$ cat src/rtl/param_reg_fifo_if.sv
// Producer/consumer bus of param_reg_fifo; WIDTH/DEPTH must match the FIFO instance.
// master = producer/consumer side, slave = the FIFO itself.
interface param_reg_fifo_if #(
  parameter int WIDTH = 16,
  parameter int DEPTH = 8
);
  localparam int AW = $clog2(DEPTH);

  logic             read;
  logic             write;
  logic [WIDTH-1:0] in;
  logic [WIDTH-1:0] out;
  logic             valid;
  logic             full;
  logic             empty;
  logic [AW:0]      count;
  logic             overflow;
  logic             underflow;

  modport master (
    output read, write, in,
    input  out, valid, full, empty, count, overflow, underflow
  );

  modport slave (
    input  read, write, in,
    output out, valid, full, empty, count, overflow, underflow
  );
endinterface

$ cat src/rtl/param_reg_fifo.sv
// DEPTH-entry FIFO of WIDTH-bit words with registered read data, status and error pulses.
// Optional macro PARAM_REG_FIFO_FALLTHROUGH_EN: read+write while empty passes 'in' straight to 'out'.
module param_reg_fifo #(
  parameter int WIDTH = 16,
  parameter int DEPTH = 8
) (
  input logic             clk,
  input logic             reset,
  param_reg_fifo_if.slave bus
);
  localparam int AW = $clog2(DEPTH);
  localparam logic [AW:0]   FULL_COUNT = (AW+1)'(DEPTH);
  localparam logic [AW:0]   COUNT_ONE  = (AW+1)'(1);
  localparam logic [AW-1:0] PTR_ONE    = AW'(1);

  logic [WIDTH-1:0] mem [DEPTH];
  logic [AW-1:0]    wr_ptr;
  logic [AW-1:0]    rd_ptr;
  logic [AW:0]      count_q;
  logic             full_i;
  logic             empty_i;
  logic             push_ok;
  logic             pop_ok;
  logic             pass_through;

  assign full_i    = (count_q == FULL_COUNT);
  assign empty_i   = (count_q == '0);
  assign bus.full  = full_i;
  assign bus.empty = empty_i;
  assign bus.count = count_q;

  // A full FIFO still accepts a push when a pop frees a slot on the same edge.
  always_comb begin
    pass_through = 1'b0;
`ifdef PARAM_REG_FIFO_FALLTHROUGH_EN
    pass_through = bus.read && bus.write && empty_i;
`endif
    pop_ok  = bus.read && !empty_i;
    push_ok = bus.write && (!full_i || bus.read) && !pass_through;
  end

  // Storage is deliberately not cleared by reset.
  always_ff @(posedge clk) begin
    if (!reset && push_ok) begin
      mem[wr_ptr] <= bus.in;
    end
  end

  always_ff @(posedge clk) begin
    if (reset) begin
      wr_ptr        <= '0;
      rd_ptr        <= '0;
      count_q       <= '0;
      bus.out       <= '0;
      bus.valid     <= 1'b0;
      bus.overflow  <= 1'b0;
      bus.underflow <= 1'b0;
    end else begin
      if (push_ok) begin
        wr_ptr <= wr_ptr + PTR_ONE;
      end
      // When full, rd_ptr == wr_ptr; the read sees the old word before the write lands.
      if (pop_ok) begin
        bus.out <= mem[rd_ptr];
        rd_ptr  <= rd_ptr + PTR_ONE;
      end else if (pass_through) begin
        bus.out <= bus.in;
      end
      bus.valid     <= pop_ok || pass_through;
      bus.overflow  <= bus.write && full_i && !bus.read;
      bus.underflow <= bus.read && empty_i && !pass_through;
      case ({push_ok, pop_ok})
        2'b10:   count_q <= count_q + COUNT_ONE;
        2'b01:   count_q <= count_q - COUNT_ONE;
        default: count_q <= count_q;
      endcase
    end
  end
endmodule

$ cat src/flat_wrapper.sv
// flat-port wrapper written by rule: the top's interface ports become plain ports
module param_reg_fifo_flat 
#(
  parameter int WIDTH = 16,
  parameter int DEPTH = 8
)
  (clk, reset, bus_read, bus_write, bus_in, bus_out, bus_valid, bus_full, bus_empty, bus_count, bus_overflow, bus_underflow);
  param_reg_fifo_if #(.WIDTH(WIDTH), .DEPTH(DEPTH)) bus_i ();
  input logic clk;
  input logic reset;
  input wire logic [$bits(bus_i.read)-1:0] bus_read;
  input wire logic [$bits(bus_i.write)-1:0] bus_write;
  input wire logic [$bits(bus_i.in)-1:0] bus_in;
  output wire logic [$bits(bus_i.out)-1:0] bus_out;
  output wire logic [$bits(bus_i.valid)-1:0] bus_valid;
  output wire logic [$bits(bus_i.full)-1:0] bus_full;
  output wire logic [$bits(bus_i.empty)-1:0] bus_empty;
  output wire logic [$bits(bus_i.count)-1:0] bus_count;
  output wire logic [$bits(bus_i.overflow)-1:0] bus_overflow;
  output wire logic [$bits(bus_i.underflow)-1:0] bus_underflow;
  assign bus_i.read = bus_read;
  assign bus_i.write = bus_write;
  assign bus_i.in = bus_in;
  assign bus_out = bus_i.out;
  assign bus_valid = bus_i.valid;
  assign bus_full = bus_i.full;
  assign bus_empty = bus_i.empty;
  assign bus_count = bus_i.count;
  assign bus_overflow = bus_i.overflow;
  assign bus_underflow = bus_i.underflow;
  param_reg_fifo #(.WIDTH(WIDTH), .DEPTH(DEPTH)) u_core (.clk(clk), .reset(reset), .bus(bus_i));
endmodule
$ cat config.mk
export PLATFORM = sky130hd
export DESIGN_NAME = param_reg_fifo_flat
export DESIGN_NICKNAME = d
export VERILOG_FILES = /design/src/rtl/param_reg_fifo_if.sv /design/src/rtl/param_reg_fifo.sv /design/src/flat_wrapper.sv
export SDC_FILE = /design/constraint.sdc
export NUM_CORES = 1
export LEC_CHECK = 0
export CAP_MARGIN = 30
export CELL_PAD_IN_SITES_DETAIL_PLACEMENT = 0
export CELL_PAD_IN_SITES_GLOBAL_PLACEMENT = 2
export CORE_UTILIZATION = 35
export DETAILED_ROUTE_END_ITERATION = 10
export GPL_TIMING_DRIVEN = 0
export PLACE_DENSITY = 0.66
export REMOVE_ABC_BUFFERS = 1
export SYNTH_ARGS = -nofsm -noshare
export SYNTH_HDL_FRONTEND = slang
export SYNTH_SLANG_ARGS = --single-unit
$ cat constraint.sdc
create_clock -name clk -period 3.6 [get_ports clk]
set_clock_uncertainty 0.1 [all_clocks]
set_input_delay 0.54 -clock clk [delete_from_list [all_inputs] [get_ports clk]]
set_output_delay 0.54 -clock clk [all_outputs]
set_load 0.05 [all_outputs]
# Yosys cells after proc, flatten, opt, wreduce, memory -nomap -nowiden
# Memories as Yosys holds them, arrays and structs flattened. A register that Yosys moved wholly into a read port is not among the register bits.
# Index checks and enable logic that the tools add are counted.
[totals]
ff_bits = 13
mem_bits_rw = 128
in_bits = 20
output_inout_bits = 25
mem_count = 1
[memory_table]
columns = ["name", "depth", "word_bits", "rd", "rd_clocked_by_memory_dff", "wr", "line_no", "text"]
rows = [
  ["u_core.mem", 8, 16, 1, 1, 1, "param_reg_fifo.sv:16", "logic [WIDTH-1:0] mem [DEPTH];"],
]
[op_classes]
add_sub_neg = 4
n_eq_ne = 3
muxes = 3
reduce_logical = 13
[ops]
columns = ["cell", "n"]
rows = [
  ["one-hot mux 4 bit (2 select lines)", 1],
  ["adder 3 x 1 -> 3 bit (second input constant)", 2],
  ["logical AND 1 bit", 6],
  ["adder 4 x 1 -> 4 bit (second input constant)", 1],
  ["== test 4 bit (second input constant)", 1],
  ["logical NOT 1 bit", 4],
  ["logical NOT 4 bit", 1],
  ["subtractor 4 x 1 -> 4 bit (second input constant)", 1],
  ["== test 2 x 1 -> 1 bit (second input constant)", 1],
  ["== test 2 bit (second input constant)", 1],
  ["two-way mux 1 bit", 2],
  ["nonzero test 2 bit", 1],
  ["logical OR 1 bit", 1],
]

# Longest topological paths before layout
# Gate-level depths: netlist of the first run.
[logic_depth]
ltp_word = 7
depth_mapped = 11
mapped_depth_nobuf = 9

# Worst setup path after synthesis of the first run
# Ideal clock, no wire load.
[synth_timing]
path_type = "reg-to-reg"
startpoint = "register u_core.count_q[0], in the netlist u_core.bus.count[0]"
endpoint = "memory u_core.mem[0][0], enable pin"
setup_time_ps = 436
arrival_time_ps = 2920
setup_slack_ps = 144
path_stages_with_launch = 5
synth_period_minus_slack_ps = 3456
cell_sequence = "dfxtp_1 -> or4b_4 -> buf_6 -> o21ai_4 -> nor4b_1"
[synth_between]
elab_chain_len = 7
[synth_rtl]
columns = ["item", "line_no", "text"]
rows = [
  ["start: declaration", "param_reg_fifo.sv:19", "logic [AW:0] count_q;"],
  ["start signal: assignment", "param_reg_fifo.sv:73", "2'b10: count_q <= count_q + COUNT_ONE;"],
  ["start signal: assignment", "param_reg_fifo.sv:74", "2'b01: count_q <= count_q - COUNT_ONE;"],
  ["start signal: assignment", "param_reg_fifo.sv:75", "default: count_q <= count_q;"],
  ["== test 4 bit", "param_reg_fifo.sv:26", "assign full_i = (count_q == FULL_COUNT);"],
  ["logical NOT 1 bit", "param_reg_fifo.sv:39", "push_ok = bus.write && (!full_i || bus.read) && !pass_through;"],
  ["logical OR 1 bit", "param_reg_fifo.sv:39", ""],
  ["logical AND 1 bit", "param_reg_fifo.sv:39", ""],
  ["logical AND 1 bit", "param_reg_fifo.sv:44", "if (!reset && push_ok) begin"],
  ["two-way mux 1 bit", "param_reg_fifo.sv:44", ""],
  ["two-way mux 1 bit (implied by the code)", "param_reg_fifo.sv:45", "mem[wr_ptr] <= bus.in;"],
  ["end: declaration", "param_reg_fifo.sv:16", ""],
]
# Every way passes these cells.

# Worst setup path in the final report of the first run
[layout_timing]
startpoint = "input bus_read"
endpoint = "register u_core.count_q[2], in the netlist u_core.bus.count[2]"
[layout_between]
elab_chain_len = 4
elab_cells_between_ends = 7
classes_between = "eq/ne: 2; mux: 1; reduce/logical: 4"
[layout_rtl]
columns = ["item", "line_no", "text"]
rows = [
  ["start: declaration", "flat_wrapper.sv:11", "input wire logic [$bits(bus_i.read)-1:0] bus_read;"],
  ["logical OR 1 bit", "param_reg_fifo.sv:39", ""],
  ["logical AND 1 bit", "param_reg_fifo.sv:39", ""],
  ["== test 2 x 1 -> 1 bit or == test 2 bit (tied branches)", "param_reg_fifo.sv:72", "case ({push_ok, pop_ok})"],
  ["one-hot mux 4 bit (2 select lines) or nonzero test 2 bit (tied branches)", "-", ""],
]
# Parallel ways exist; a longest one is shown, timed or not.
# A chain may end at the register's enable or synchronous reset.

==> qor.yml, run 1 <==
status: "complete, no violations"
yosys.area.top_type: "edfxtp_1"
cts_tree: "done"
finalPower_w: 0.00556
synth-seq-cells: 157
grt_pass1_wl_um: 17800
syn_inst: 318
wl_per_cell_um: 18.9
busiest_layer: "met2"
hold_path_startpoint: "u_core.bus.out[10]"
met3_usage_pct: 3.58
tightest_slew_ns: 0.920
path_class: "input port to flop"
start_util_pct: 35.7
period_share_pct: 85.6
synth-async-reset-ratio_pct: 0
route.detailed.drc: 0
netlist_top_cells_area: "edfxtp_1, mux4_2, dfxtp_1"
netlist_area_um2: 5930
use_met2_pct: 24.8
r2r_start: "u_core.bus.count[1]"
place_area_um2: 6760
drtAntennaViolNets: 0
whs_ns: 0.387
crit_chain: "clkdlybuf4s50_1, o41a_1, buf_8, ha_1, xor2_1, ha_1, a21oi_1, xor2_1, or3_1, a21oi_1"
synth_top_cell_area_share_pct: 64.9
met1_usage_pct: 17.2
r2r_cells: 9
startpoint_type: "input port"
cp_max_fo: 14
synth.distinct_cells: 34
period_minus_slack_ns: 3.08
grt_max_degree: 35
viasPerCell: 4.80
cts_buffer_depth: 2
antenna_found_initial: 0
hpwlAfterDp_um: 7250
fin_nets: 403
rsz0062_at_grt: "false"
gr-total-overflow: 0
cts_setup_buffers: 0
gp_congestion: 0.645
setup_viol: 0
p_comb_share_pct: 24.3
r2r_slack_ns: 0.74
synthFlopType: "edfxtp_1"
p_leak_nw: 2.40
slew_viol_final: 0
syn_to_final_growth_pct: 25.1
p_switching_w: 0.00162
place.port_buffers: 44
power_density_nw_per_um2: 749
track_usage_pct: 14.5
fin_area_um2: 7420
final_cell_mix: "edfxtp_1, clkdlybuf4s50_1, mux4_2"
path_delay_family: "compound AO/OA/AOI/OAI gates"
cp_data_arrival_time_ns: 3.33
p_seq_share_pct: 40.8
first_global_vias: 3098
fill_cells: 1463
n_antenna_cell: 0
die_area_um2: 17500
peakVddDrop_mv: 0.347
crit_buf_inv: 2
relSlewSlack_pct: 38.6
crit_path_end_kind: "flop"
mostFrequentLayoutCell: "edfxtp_1"
cts_max_level: 4
slowest_stage: "o41a_1"
synth_edf_count: 128
hold_end: "u_core.bus.out[10]"
cts-root-buf: "clkbuf_16"
numCtsBuffers: 17
cts.sinks: 157
pwr-share-clk_pct: 34.9
die_h_um: 132
seq_area_frac_synth_pct: 74.7
p_int_w: 0.00394
cts_hold_buf: 0
drt-total-wl_um: 11500
cts_resized: 0
io_pins: 45
num_vias: 2930
reg2reg_to: "u_core.bus.count[2]"
drive_gt1_share_pct: 23.3
drt_iter0_drc: 186
hold_viol_final: 0
hp-class: "flop to flop"
slowest_delay_ns: 0.68
insertion_delay_ns: 0.42
path_clk_slew_ns: 0.06
yosysWarnings: 0
die_x_um: 132
placementRows: 47
p_sw_share_pct: 29.2
max_freq_ghz: 0.324
drt_pass1_iterations: 4
syn_avg_cell_area_um2: 18.6
fp.coreArea_um2: 16600
cap_violations: 0
crit_required_ns: 3.85
whs_path_depth: 2
cell families (layout without fill, tap and decap cells):
family	count (synthesis)	in the layout	share of synthesized area, %
fa+ha+maj	5	5	1.06
simple gates	68	68	5.76
xor+xnor	7	7	1.03
mux	36	36	12.8
buf+inv	19	92	1.65
flops	157	157	74.7
compound gates	26	26	3.00
state kept, by name, indices dropped and copies added, names as in the netlist:
name,count
u_core.mem,128
u_core.bus.out,16
u_core.wr_ptr,3
u_core.rd_ptr,3
u_core.bus.valid,1
u_core.bus.underflow,1
u_core.bus.overflow,1
u_core.bus.count,4
layout make-up:
type                    instances  area [µm²]  area share, %
flip-flops and latches        157        4430           59.7
multi-input cells             142        1440           19.4
repair buffers                 59         624           8.42
clock buffers                  20         457           6.16
well taps                     220         275           3.71
clock inverters                12         190           2.56
inverters                       1        3.75         0.0506
worst max-delay path by stage:
stage / start / end / cells after the start
2_1_floorplan: u_core.bus.count[1] / u_core.mem[0][0] / 3
3_3_place_gp: reset / u_core.mem[4][9] / 2
3_5_place_dp: bus_read / u_core.bus.count[2] / 10
4_1_cts: bus_read / u_core.bus.count[2] / 10
5_1_grt: bus_read / u_core.bus.count[2] / 10
6_report: bus_read / u_core.bus.count[2] / 10
synth_stat cells, types with 2 or more instances:
master    instances
dfxtp_1          29
nor2_1           30
mux4_2           32
nor4_1            2
ha_1              5
o21ai_0           3
nor2b_1           2
nor4b_1           3
nand2_1           5
clkbuf_1          9
nor3_1           18
o211ai_1          2
buf_2             6
buf_6             2
o22ai_1          15
xor2_1            6
edfxtp_1        128
mux2i_1           4
a21oi_1           2
stage by stage:
stage | worst slack [ns] | utilization (%) | TNS, ns | std cells
3_3_place_gp | -2.53 | 39.5 | -180.76 | 564
4_1_cts | 0.498 | 44.7 | 0 | 610
3_5_place_dp | 0.0563 | 40.8 | 0 | 578
2_1_floorplan | 0.180 | - | 0 | 300
6_report | 0.517 | 44.7 | 0 | 611
5_1_grt | 0.354 | 44.7 | 0 | 611
worst register-to-register path, cell delays in order, from the launching register on:
cell	delay [ns]
dfxtp_1	0.53
o41a_1	0.67
buf_8	0.24
ha_1	0.27
xor2_1	0.16
ha_1	0.16
a21oi_1	0.05
xor2_1	0.17
or3_1	0.31
a21oi_1	0.13
routing by layer:
layer | share of wire, % | vias to the layer above
met4 | 1.6 | 0
met1 | 43 | 1475
met5 | 0 | -
li1 | - | 1397
met2 | 52 | 47
met3 | 3.2 | 11
power by group through the flow:
stage	registers (W)	logic [W]	clock network [W]
CTS	0.00227	0.00137	0.00199
detailed placement	0.00231	0.00137	0
finish	0.00227	0.00135	0.00194
global placement	0.00234	0.00129	0
floorplan	0.00262	0.000583	0
global route	0.00230	0.00144	0.00206
Power figures use the tool's default switching activity.
==> run 2: changes to the inputs <==
- CORE_ASPECT_RATIO: not set -> 0.6
==> run 2 against run 1 <==
Net effect: critical path type unchanged; utilization about the same; largest cell class unchanged; highest routed layer unchanged; power down 4.6%; combinational power about the same.
==> qor.yml, run 2 (synthesized netlist as in run 1, its figures left out) <==
status: "complete, no violations"  # unchanged
p_switching_w: 0.00173  # was 0.00162 W
startpoint_type: "input port"  # unchanged
num_vias: 3053  # was 2930
mostFrequentLayoutCell: "edfxtp_1"  # unchanged
p_sw_share_pct: 32.6  # was 29.2%
drive_gt1_share_pct: 23.7  # was 23.3%
hold_end: "u_core.bus.out[12]"  # was u_core.bus.out[10]
p_seq_share_pct: 42.4  # was 40.8%
top_register: "u_core.mem"  # unchanged
start_util_pct: 36.1  # was 35.7%
rsz0062_at_grt: "false"  # unchanged
relSlewSlack_pct: 35.8  # was 38.6%
gp_congestion: 0.647  # was 0.645
die_area_um2: 17500  # about the same
setup_tns_ns: 0  # unchanged
cts_setup_buffers: 0  # unchanged
tightest_slew_ns: 0.963  # was 0.920 ns
crit_chain: "clkdlybuf4s50_1, o41a_1, ha_1, xor2_1, ha_1, a21oi_1, xor2_1, or3_1, a21oi_1"  # was clkdlybuf4s50_1, o41a_1, buf_8, ha_1, xor2_1, ha_1, a21oi_1, xor2_1, or3_1, a21oi_1
fill_cells: 1439  # was 1463
fin_nets: 404  # was 403
peakVddDrop_mv: 0.295  # was 0.347 mV
whs_ns: 0.390  # was 0.387 ns
p_comb_share_pct: 26.1  # was 24.3%
drt_iter0_drc: 242  # was 186
period_share_pct: 83.1  # was 85.6%
hpwlAfterDp_um: 7430  # was 7250 µm
cp_data_arrival_time_ns: 3.23  # was 3.33 ns
crit_required_ns: 3.84  # was 3.85 ns
largest_reg_flops: 128  # unchanged
track_usage_pct: 15.2  # was 14.5%
setup_slack_ns: 0.608  # was 0.517 ns
grt_pass1_wl_um: 18700  # was 17800 µm
fin_area_um2: 7330  # was 7420 µm²
cts-root-buf: "clkbuf_16"  # unchanged
cts_buffer_depth: 2  # unchanged
gr-total-overflow: 0  # unchanged
antenna_found_initial: 0  # unchanged
p_leak_nw: 2.34  # was 2.40 nW
die_x_um: 170  # was 132 µm
numCtsBuffers: 17  # unchanged
pwr-share-clk_pct: 31.5  # was 34.9%
reg2reg_to: "u_core.bus.count[2]"  # unchanged
cp_max_fo: 12  # was 14
r2r_start: "u_core.bus.count[1]"  # unchanged
path_class: "input port to flop"  # unchanged
path_delay_family: "compound AO/OA/AOI/OAI gates"  # unchanged
slew_viol_final: 0  # unchanged
dp_slack_ns: 0.184  # was 0.0563 ns
cts_hold_buf: 0  # unchanged
period_minus_slack_ns: 2.99  # was 3.08 ns
wl_per_cell_um: 19.4  # was 18.9 µm
cts_max_level: 4  # unchanged
slowest_stage: "o41a_1"  # unchanged
drtAntennaViolNets: 0  # unchanged
hold_path_startpoint: "u_core.bus.out[12]"  # was u_core.bus.out[10]
crit_buf_inv: 1  # was 2
place_area_um2: 6780  # was 6760 µm²
viasPerCell: 4.92  # was 4.80
route.detailed.drc: 0  # unchanged
finalPower_w: 0.00530  # was 0.00556 W
hp-class: "flop to flop"  # unchanged
crit_path_end_kind: "flop"  # unchanged
n_antenna_cell: 0  # unchanged
place.port_buffers: 44  # unchanged
p_int_w: 0.00358  # was 0.00394 W
hold_viol_final: 0  # unchanged
setup_viol: 0  # unchanged
grt_max_degree: 35  # unchanged
placementRows: 36  # was 47
fp.coreArea_um2: 16400  # was 16600 µm²
max_freq_ghz: 0.334  # was 0.324 GHz
path_clk_slew_ns: 0.07  # was 0.06 ns
drt-total-wl_um: 12000  # was 11500 µm
r2r_cells: 9  # unchanged
cts_tree: "done"  # unchanged
r2r_slack_ns: 0.74  # about the same
whs_path_depth: 2  # unchanged
io_pins: 45  # unchanged
power_density_nw_per_um2: 723  # was 749 nW/µm²
cts.sinks: 157  # unchanged
drt_pass1_iterations: 5  # was 4
final_cell_mix: "edfxtp_1, clkdlybuf4s50_1, mux4_2"  # unchanged
insertion_delay_ns: 0.41  # was 0.42 ns
cts_resized: 0  # unchanged
slowest_delay_ns: 0.65  # was 0.68 ns
syn_to_final_growth_pct: 23.7  # was 25.1%
die_h_um: 103  # was 132 µm
cap_violations: 0  # unchanged
first_global_vias: 3129  # was 3098
==> run 2: cell count changes in the layout (fill, tap and decap cells not counted), sizes merged <==
cell      delta
buf          +2
bufinv       -5
clkbuf       -4
clkinv       -1
clkinvlp     +2
inv          +7
==> run 2: area by class of cell <==
cell class	count	area, µm²	area share [%]
multi-input cells	142	1440	19.6
repair buffers	60	624	8.52
well taps	228	285	3.89
clock buffers	17	425	5.80
flip-flops and latches	157	4430	60.4
clock inverters	15	125	1.71
inverters	1	3.75	0.0512
==> run 2: worst min-delay path, stage by stage, from the launching register on <==
cell	delay (ns)
dfxtp_1	0.31
nor2_1	0.09
nor3_1	0.04
==> run 2: worst max path at each step <==
stage	startpoint	to	slack, ns	cells past startpoint
5_1_grt	bus_read	u_core.bus.count[2]	0.39	9
4_1_cts	bus_read	u_core.bus.count[2]	0.60	9
2_1_floorplan	u_core.bus.count[1]	u_core.mem[0][0]	0.18	3
3_3_place_gp	reset	u_core.mem[0][11]	-2.76	3
6_report	bus_read	u_core.bus.count[2]	0.61	9
3_5_place_dp	bus_read	u_core.bus.out[8]	0.18	6
==> run 2: stage by stage <==
step                      instances  utilization (%)
final                           620             44.7
after global routing            620             44.7
after CTS                       620             44.7
after detailed placement        588             41.3
after global placement          572             40.0
after floorplan                 300                -
==> run 2: power by group through the flow <==
| stage | Combinational (W) | Clock (W) | Sequential, W |
|---|---|---|---|
| detailed placement | 0.00139 | 0 | 0.00229 |
| floorplan | 0.000583 | 0 | 0.00262 |
| global placement | 0.00129 | 0 | 0.00234 |
| CTS | 0.00140 | 0.00171 | 0.00225 |
| global route | 0.00149 | 0.00180 | 0.00227 |
| finish | 0.00138 | 0.00167 | 0.00225 |
==> run 2: layer usage <==
layer	global-route usage, %	vias up	part of all wire [%]
li1	-	1404	-
met1	20.4	1587	48
met2	24.8	56	48
met3	3.57	6	3.3
met4	4.57	0	0.52
met5	0	-	0
